<file path="src/rtl/dct_pkg.sv">
// dct_pkg: definitions shared by the forward and inverse binDCT math.
//   frac_e      : shift-set selector for the lifting fractions
//   calc_w_int  : internal Q.3 width from the input sample width
//   OUT_PERM    : output permutation, y[k] = e[OUT_PERM[k]]
//   round_q3    : R(), rounds a Q.3 value to the integer grid, ties away from zero
package dct_pkg;

  typedef enum logic [2:0] {
    FRAC_3_8 = 3'd0,
    FRAC_5_8 = 3'd1,
    FRAC_7_8 = 3'd2,
    FRAC_1_2 = 3'd3,
    FRAC_1_8 = 3'd4
  } frac_e;

  // Three fractional bits plus three bits of butterfly/lifting growth.
  function automatic int calc_w_int(input int w_i);
    return w_i + 32'sd6;
  endfunction

  // Packed as {src(y7), ..., src(y0)}.
  localparam logic [7:0][2:0] OUT_PERM = {3'd4, 3'd2, 3'd5, 3'd1, 3'd6, 3'd3, 3'd7, 3'd0};

  // Adding 4 (positive) or 3 (negative) and then flooring to a multiple of 8
  // rounds to nearest with ties away from zero: -3.5 -> -4, 3.5 -> 4.
  function automatic logic signed [63:0] round_q3(input logic signed [63:0] v);
    logic signed [63:0] t;
    t = v + (v[63] ? 64'sd3 : 64'sd4);
    return t & 64'hFFFF_FFFF_FFFF_FFF8;
  endfunction

endpackage

</file>
<file path="src/rtl/dct_ft_math_if.sv">
// dct_ft_math_if: valid-qualified vector of 8 signed lanes (no backpressure).
//   valid : qualifies data
//   data  : 8 lanes of W bits, lane 0 in bits [W-1:0]
// master drives the bus, slave receives it.
interface dct_ft_math_if #(
  parameter int W = 16
);
  logic              valid;
  logic [7:0][W-1:0] data;

  modport master (output valid, output data);
  modport slave  (input  valid, input  data);
endinterface

</file>
<file path="src/rtl/dct_lift.sv">
// dct_lift: combinational lifting multiply, o_r = R(fraction * i_v).
//   i_sel : which fraction (3/8, 5/8, 7/8, 1/2, 1/8)
//   i_v   : Q.3 operand
//   o_r   : rounded Q.3 result on the integer grid
// The fraction is formed as a sum of arithmetic shifts of the Q.3 operand;
// rounding is applied once, to the sum.
module dct_lift
  import dct_pkg::*;
#(
  parameter int W = 22
) (
  input  frac_e                i_sel,
  input  logic signed [W-1:0]  i_v,
  output logic signed [W-1:0]  o_r
);

  logic signed [W-1:0] w_sum;

  // Shift-sum for the selected fraction, then round to the integer grid.
  always_comb begin
    w_sum = '0;
    case (i_sel)
      FRAC_3_8: w_sum = (i_v >>> 3'd3) + (i_v >>> 3'd2);
      FRAC_5_8: w_sum = (i_v >>> 3'd3) + (i_v >>> 3'd1);
      FRAC_7_8: w_sum = (i_v >>> 3'd3) + (i_v >>> 3'd2) + (i_v >>> 3'd1);
      FRAC_1_2: w_sum = (i_v >>> 3'd1);
      FRAC_1_8: w_sum = (i_v >>> 3'd3);
      default:  w_sum = '0;
    endcase
    o_r = W'(round_q3(64'(w_sum)));
  end

endmodule

</file>
<file path="src/rtl/dct_ft_math.sv">
// dct_ft_math: pipelined 1-D forward binDCT of 8 signed samples.
//   clk   : clock, rising edge
//   rst   : asynchronous active-high reset
//   i_in  : samples x0..x7 (W_I bits) with valid
//   o_out : coefficients y0..y7 (W_O bits) with valid, 8 cycles later
// Each stage register loads only when the valid entering it is set, so the
// output holds the last result between vectors.
module dct_ft_math
  import dct_pkg::*;
#(
  parameter int W_I = 16,
  parameter int W_O = W_I + 3
) (
  input logic              clk,
  input logic              rst,
  dct_ft_math_if.slave     i_in,
  dct_ft_math_if.master    o_out
);

  localparam int W_INT = calc_w_int(W_I);
  typedef logic signed [W_INT-1:0] q_t;
  typedef logic signed [W_O-1:0]   y_t;

  q_t r_s0 [8];
  q_t r_s1 [8];
  q_t r_s2 [8];
  q_t r_s3 [8];
  q_t r_s4 [8];
  q_t r_s5 [8];
  q_t r_s6 [8];
  y_t r_s7 [8];
  logic [7:0][W_O-1:0] r_out;
  logic [8:0]          r_vld;

  q_t w_s0 [8];
  q_t w_s1 [8];
  q_t w_s2 [8];
  q_t w_s3 [8];
  q_t w_s4 [8];
  q_t w_s5 [8];
  q_t w_s6 [8];
  y_t w_s7 [8];

  q_t w_l2, w_l3, w_l5_c3, w_l5_c7, w_l5_c6, w_l6_e0, w_l6_e2, w_l6_e5;

  dct_lift #(.W(W_INT)) u_l2    (.i_sel(FRAC_3_8), .i_v(r_s1[5]), .o_r(w_l2));
  dct_lift #(.W(W_INT)) u_l3    (.i_sel(FRAC_5_8), .i_v(r_s2[6]), .o_r(w_l3));
  dct_lift #(.W(W_INT)) u_l5_c3 (.i_sel(FRAC_3_8), .i_v(r_s4[3]), .o_r(w_l5_c3));
  dct_lift #(.W(W_INT)) u_l5_c7 (.i_sel(FRAC_1_8), .i_v(r_s4[7]), .o_r(w_l5_c7));
  dct_lift #(.W(W_INT)) u_l5_c6 (.i_sel(FRAC_7_8), .i_v(r_s4[6]), .o_r(w_l5_c6));
  dct_lift #(.W(W_INT)) u_l6_e0 (.i_sel(FRAC_1_2), .i_v(r_s5[0]), .o_r(w_l6_e0));
  dct_lift #(.W(W_INT)) u_l6_e2 (.i_sel(FRAC_3_8), .i_v(r_s5[2]), .o_r(w_l6_e2));
  dct_lift #(.W(W_INT)) u_l6_e5 (.i_sel(FRAC_1_2), .i_v(r_s5[5]), .o_r(w_l6_e5));

  // S0/S1: sign-extend into Q.3, then the first butterfly.
  always_comb begin
    for (int i = 0; i < 8; i++) begin
      w_s0[i] = q_t'($signed(i_in.data[i])) <<< 3'd3;
    end
    w_s1 = r_s0;
    for (int i = 0; i < 4; i++) begin
      w_s1[i]     = r_s0[i] + r_s0[7-i];
      w_s1[7-i]   = r_s0[i] - r_s0[7-i];
    end
  end

  // S2/S3: odd-half lifting pair; S3 uses the b6 already updated by S2.
  always_comb begin
    w_s2    = r_s1;
    w_s2[6] = r_s1[6] + w_l2;
    w_s3    = r_s2;
    w_s3[5] = w_l3 - r_s2[5];
  end

  // S4: second butterfly; note c6 = b7 - b6 (reversed order).
  always_comb begin
    w_s4    = r_s3;
    w_s4[0] = r_s3[0] + r_s3[3];
    w_s4[3] = r_s3[0] - r_s3[3];
    w_s4[1] = r_s3[1] + r_s3[2];
    w_s4[2] = r_s3[1] - r_s3[2];
    w_s4[4] = r_s3[4] + r_s3[5];
    w_s4[5] = r_s3[4] - r_s3[5];
    w_s4[7] = r_s3[6] + r_s3[7];
    w_s4[6] = r_s3[7] - r_s3[6];
  end

  // S5/S6: final lifting; lanes not listed pass through unchanged.
  always_comb begin
    w_s5    = r_s4;
    w_s5[0] = r_s4[0] + r_s4[1];
    w_s5[2] = r_s4[2] - w_l5_c3;
    w_s5[4] = r_s4[4] - w_l5_c7;
    w_s5[5] = r_s4[5] + w_l5_c6;
    w_s6    = r_s5;
    w_s6[1] = w_l6_e0 - r_s5[1];
    w_s6[3] = r_s5[3] + w_l6_e2;
    w_s6[6] = r_s5[6] - w_l6_e5;
  end

  // S7: drop the fraction bits and reorder into frequency order.
  always_comb begin
    for (int k = 0; k < 8; k++) begin
      w_s7[k] = y_t'(r_s6[OUT_PERM[k]] >>> 3'd3);
    end
  end

  // Stage registers and valid pipeline; each stage loads only on its valid.
  always_ff @(posedge clk or posedge rst) begin
    if (rst) begin
      r_vld <= '0;
      r_out <= '0;
      for (int i = 0; i < 8; i++) begin
        r_s0[i] <= '0;
        r_s1[i] <= '0;
        r_s2[i] <= '0;
        r_s3[i] <= '0;
        r_s4[i] <= '0;
        r_s5[i] <= '0;
        r_s6[i] <= '0;
        r_s7[i] <= '0;
      end
    end else begin
      r_vld <= {r_vld[7:0], i_in.valid};
      if (i_in.valid) r_s0 <= w_s0;
      if (r_vld[0])   r_s1 <= w_s1;
      if (r_vld[1])   r_s2 <= w_s2;
      if (r_vld[2])   r_s3 <= w_s3;
      if (r_vld[3])   r_s4 <= w_s4;
      if (r_vld[4])   r_s5 <= w_s5;
      if (r_vld[5])   r_s6 <= w_s6;
      if (r_vld[6])   r_s7 <= w_s7;
      if (r_vld[7]) begin
        for (int k = 0; k < 8; k++) begin
          r_out[k] <= r_s7[k];
        end
      end
    end
  end

  assign o_out.valid = r_vld[8];
  assign o_out.data  = r_out;

endmodule

</file>
<file path="src/flat_wrapper.sv">
// flat-port wrapper written by rule: the top's interface ports become plain ports
module dct_ft_math_flat import dct_pkg::*;
#(
  parameter int W_I = 16,
  parameter int W_O = W_I + 3
)
  (clk, rst, i_in_valid, i_in_data, o_out_valid, o_out_data);
  dct_ft_math_if #(.W(W_I)) i_in_i ();
  dct_ft_math_if #(.W(W_O)) o_out_i ();
  input logic clk;
  input logic rst;
  input wire logic [$bits(i_in_i.valid)-1:0] i_in_valid;
  input wire logic [$bits(i_in_i.data)-1:0] i_in_data;
  output wire logic [$bits(o_out_i.valid)-1:0] o_out_valid;
  output wire logic [$bits(o_out_i.data)-1:0] o_out_data;
  assign i_in_i.valid = i_in_valid;
  assign i_in_i.data = i_in_data;
  assign o_out_valid = o_out_i.valid;
  assign o_out_data = o_out_i.data;
  dct_ft_math #(.W_I(W_I), .W_O(W_O)) u_core (.clk(clk), .rst(rst), .i_in(i_in_i), .o_out(o_out_i));
endmodule
</file>
<file path="config.mk">
export PLATFORM = sky130hd
export DESIGN_NAME = dct_ft_math_flat
export DESIGN_NICKNAME = d
export VERILOG_FILES = /design/src/rtl/dct_pkg.sv /design/src/rtl/dct_ft_math_if.sv /design/src/rtl/dct_lift.sv /design/src/rtl/dct_ft_math.sv /design/src/flat_wrapper.sv
export SDC_FILE = /design/constraint.sdc
export NUM_CORES = 2
export LEC_CHECK = 0
export CAP_MARGIN = 20
export CORE_MARGIN = 3
export CORE_UTILIZATION = 60
export DETAILED_ROUTE_END_ITERATION = 8
export PLACE_DENSITY_LB_ADDON = 0.05
export SYNTH_ARGS = -nofsm -noshare
export SYNTH_HDL_FRONTEND = slang
export SYNTH_SLANG_ARGS = --single-unit
</file>
<file path="constraint.sdc">
create_clock -name clk -period 67.8 [get_ports clk]
set_input_delay 16.95 -clock clk [delete_from_list [all_inputs] [get_ports clk]]
set_output_delay 16.95 -clock clk [all_outputs]
set_load 0.01 [all_outputs]
</file>
==> impl_metrics.json <==
{
  "hold_buffers": 0,
  "drt_iter0_drc": 3957,
  "hold_path_class": "reg2reg",
  "die_y_um": 356,
  "cts-root-buf": "clkbuf_16",
  "row_count": 127,
  "cp.arrival_ps": 22120,
  "dp_hpwl_um": 135000,
  "clk_latency_ps": 760,
  "fmax_mhz": 46.8,
  "cts_sinks": 1297,
  "area_growth_pct": 12.6,
  "clock_skew_ps": 22.0,
  "numCtsBuffers": 142,
  "overflow": 0,
  "dieArea_um2": 126000,
  "grt_pass1_vias": 51000,
  "die_x_um": 356,
  "max-cap-violations": 0,
  "clk_pin_slew_ps": 60,
  "criticalPathCategory": "in2async",
  "syn-num-nets": 7602,
  "vias": 51600,
  "hold_viol": 0,
  "dr.pass1.iters": 6,
  "crit_path_end_kind": "async pin",
  "layout_common_cells": "dfrtp_1 (1289), mux2_2 (856), ha_1 (533)",
  "drc": 0,
  "finalMaxSlewViolations": 0,
  "path_cells": "clkdlybuf4s50_1, inv_8, buf_4, buf_4, buf_4, buf_4, buf_4",
  "final_nets": 7805,
  "grt_max_degree": 165,
  "tritoncts": "yes",
  "ys_types": 96,
  "slew_headroom_pct": 32.1,
  "fin_crit_ps": 21380,
  "drive_gt1_share_pct": 16.8,
  "run_status": "complete, no violations",
  "fill_cells": 9100,
  "max_stage_delay_ps": 880,
  "synth.avg_cell_area_um2": 10.6,
  "async_flop_share_pct": 100,
  "portBuffers": 283,
  "viasPerCell": 5.85,
  "syn-cell-area_um2": 73300,
  "cpMostUsedCell": "buf_4",
  "n_antenna_cell": 0,
  "pin_count": 284,
  "setup_viol": 0,
  "groute.usage.overall_pct": 28.3,
  "globalplace.congestion": 0.923,
  "final_common_cell": "dfrtp_1",
  "post-cts-setup-buffer-count": 0,
  "required_ps": 68540,
  "antenna_found_initial": 1,
  "cts-resized-gates": 0,
  "ys_seq_area_share_pct": 44.2,
  "fin_tns_setup_ps": 0,
  "cp_slowest_cell": "buf_4",
  "synth_edf_count": 0,
  "grt_pass1_wl_um": 284000,
  "rsz0062_at_grt": "false",
  "synth_seq_cells": 1297,
  "wl_per_cell_um": 20.0,
  "min_period_over_period_pct": 31.5,
  "start_kind": "input port",
  "ant_nets": 0,
  "h-tree-depth": 4,
  "syn_inst": 6891,
  "synth_warnings": 0,
  "ys.flop_type": "dfrtp_1",
  "start_util_pct": 60.8,
  "core_area_um2": 121000,
  "drt-total-wl_um": 176000,
  "crit_path_max_fanout": 127,
  "clockBufferDepth": 3,
  "worst_pin_slew_ps": 1020
}
flip-flops by register name, summed over array words and instances (netlist names):
| signal | cells |
|---|---|
| u_core.o_out.data | 152 |
| u_core.r_s2 | 135 |
| u_core.r_s7 | 152 |
| u_core.r_s1 | 132 |
| u_core.r_vld | 9 |
| u_core.r_s5 | 151 |
| u_core.r_s0 | 128 |
| u_core.r_s3 | 138 |
| u_core.r_s4 | 148 |
| u_core.r_s6 | 152 |
critical path: cells and delay by family:
kind,cells,cell delay (ps)
buffers and inverters,7,4970
logic make-up after synthesis:
group / share of synthesized area [%]
flops: 44.2
mux: 13.4
xor+xnor: 5.86
buf+inv: 3.46
compound gates: 12.6
simple gates: 10.1
fa+ha+maj: 10.4
per-stage QoR:
stage	setup slack, ps	utilization [%]	area (um2)	cells	hold slack, ps
floorplan	14290	-	73300	6891	352
global placement	45390	64.3	77500	8560	461
detailed placement	45370	64.3	77500	8560	464
CTS	46200	68.5	82600	8814	476
global route	45640	68.5	82600	8816	500
finish	46420	68.5	82600	8816	476
Yosys cell counts (52+ instances only):
| cell type | n | area, um2 |
|---|---|---|
| a21oi_1 | 433 | 2170 |
| a21o_1 | 86 | 646 |
| ha_1 | 533 | 6670 |
| mux2_2 | 856 | 9640 |
| dfrtp_1 | 1297 | 32500 |
| nor3_1 | 153 | 766 |
| nand2_1 | 410 | 1540 |
| nor2_1 | 421 | 1580 |
| a211oi_1 | 52 | 390 |
| clkbuf_1 | 228 | 856 |
| inv_1 | 417 | 1570 |
| xor2_1 | 130 | 1140 |
| o21ai_0 | 363 | 1820 |
| xnor2_1 | 358 | 3140 |
| nand3_1 | 117 | 586 |
| or3_1 | 60 | 375 |
| o21bai_1 | 53 | 398 |
| and3_1 | 72 | 450 |
| nor2b_1 | 80 | 500 |
| nand2b_1 | 55 | 344 |
area by class of cell:
cell class	instances	area (um2)	area share (%)
multi-input cells	4917	38400	46.4
flip-flops and latches	1297	32500	39.3
clock buffers	204	4170	5.05
repair buffers	318	3150	3.82
well taps	1612	2020	2.44
inverters	418	1580	1.91
clock inverters	50	865	1.05
metal layers:
metal | part of all wire, % | wire (um) | GRT usage, %
met1 | 47 | 83200 | 40.5
met2 | 45 | 79300 | 44.3
met3 | 3.9 | 6950 | 3.57
met4 | 3.9 | 6790 | 10.6
met5 | 0 | 0 | 0
final timing paths:
kind / from / endpoint / slack, ps / depth (start not counted)
hold reg to reg: u_core.r_s6[148]$_DFFE_PP0P_ / u_core.r_s6[148]$_DFFE_PP0P_ / 480 / 1
setup / recovery: rst / u_core.r_s5[36]$_DFFE_PP0P_ / 46420 / 7
setup reg to reg: u_core.r_s4[3]$_DFFE_PP0P_ / u_core.r_s5[65]$_DFFE_PP0P_ / 61790 / 20
max in group clk: u_core.o_out.data[126]$_DFFE_PP0P_ / o_out_data[126] / 49150 / 1
hold / removal: u_core.r_s6[148]$_DFFE_PP0P_ / u_core.r_s6[148]$_DFFE_PP0P_ / 480 / 1
min in group asynchronous: rst / u_core.r_s0[157]$_DFFE_PP0P_ / 16790 / 2
Power is left out: the tool's default activity adds up to more than one toggle a clock period on the data nets, which glitch-free logic cannot reach.
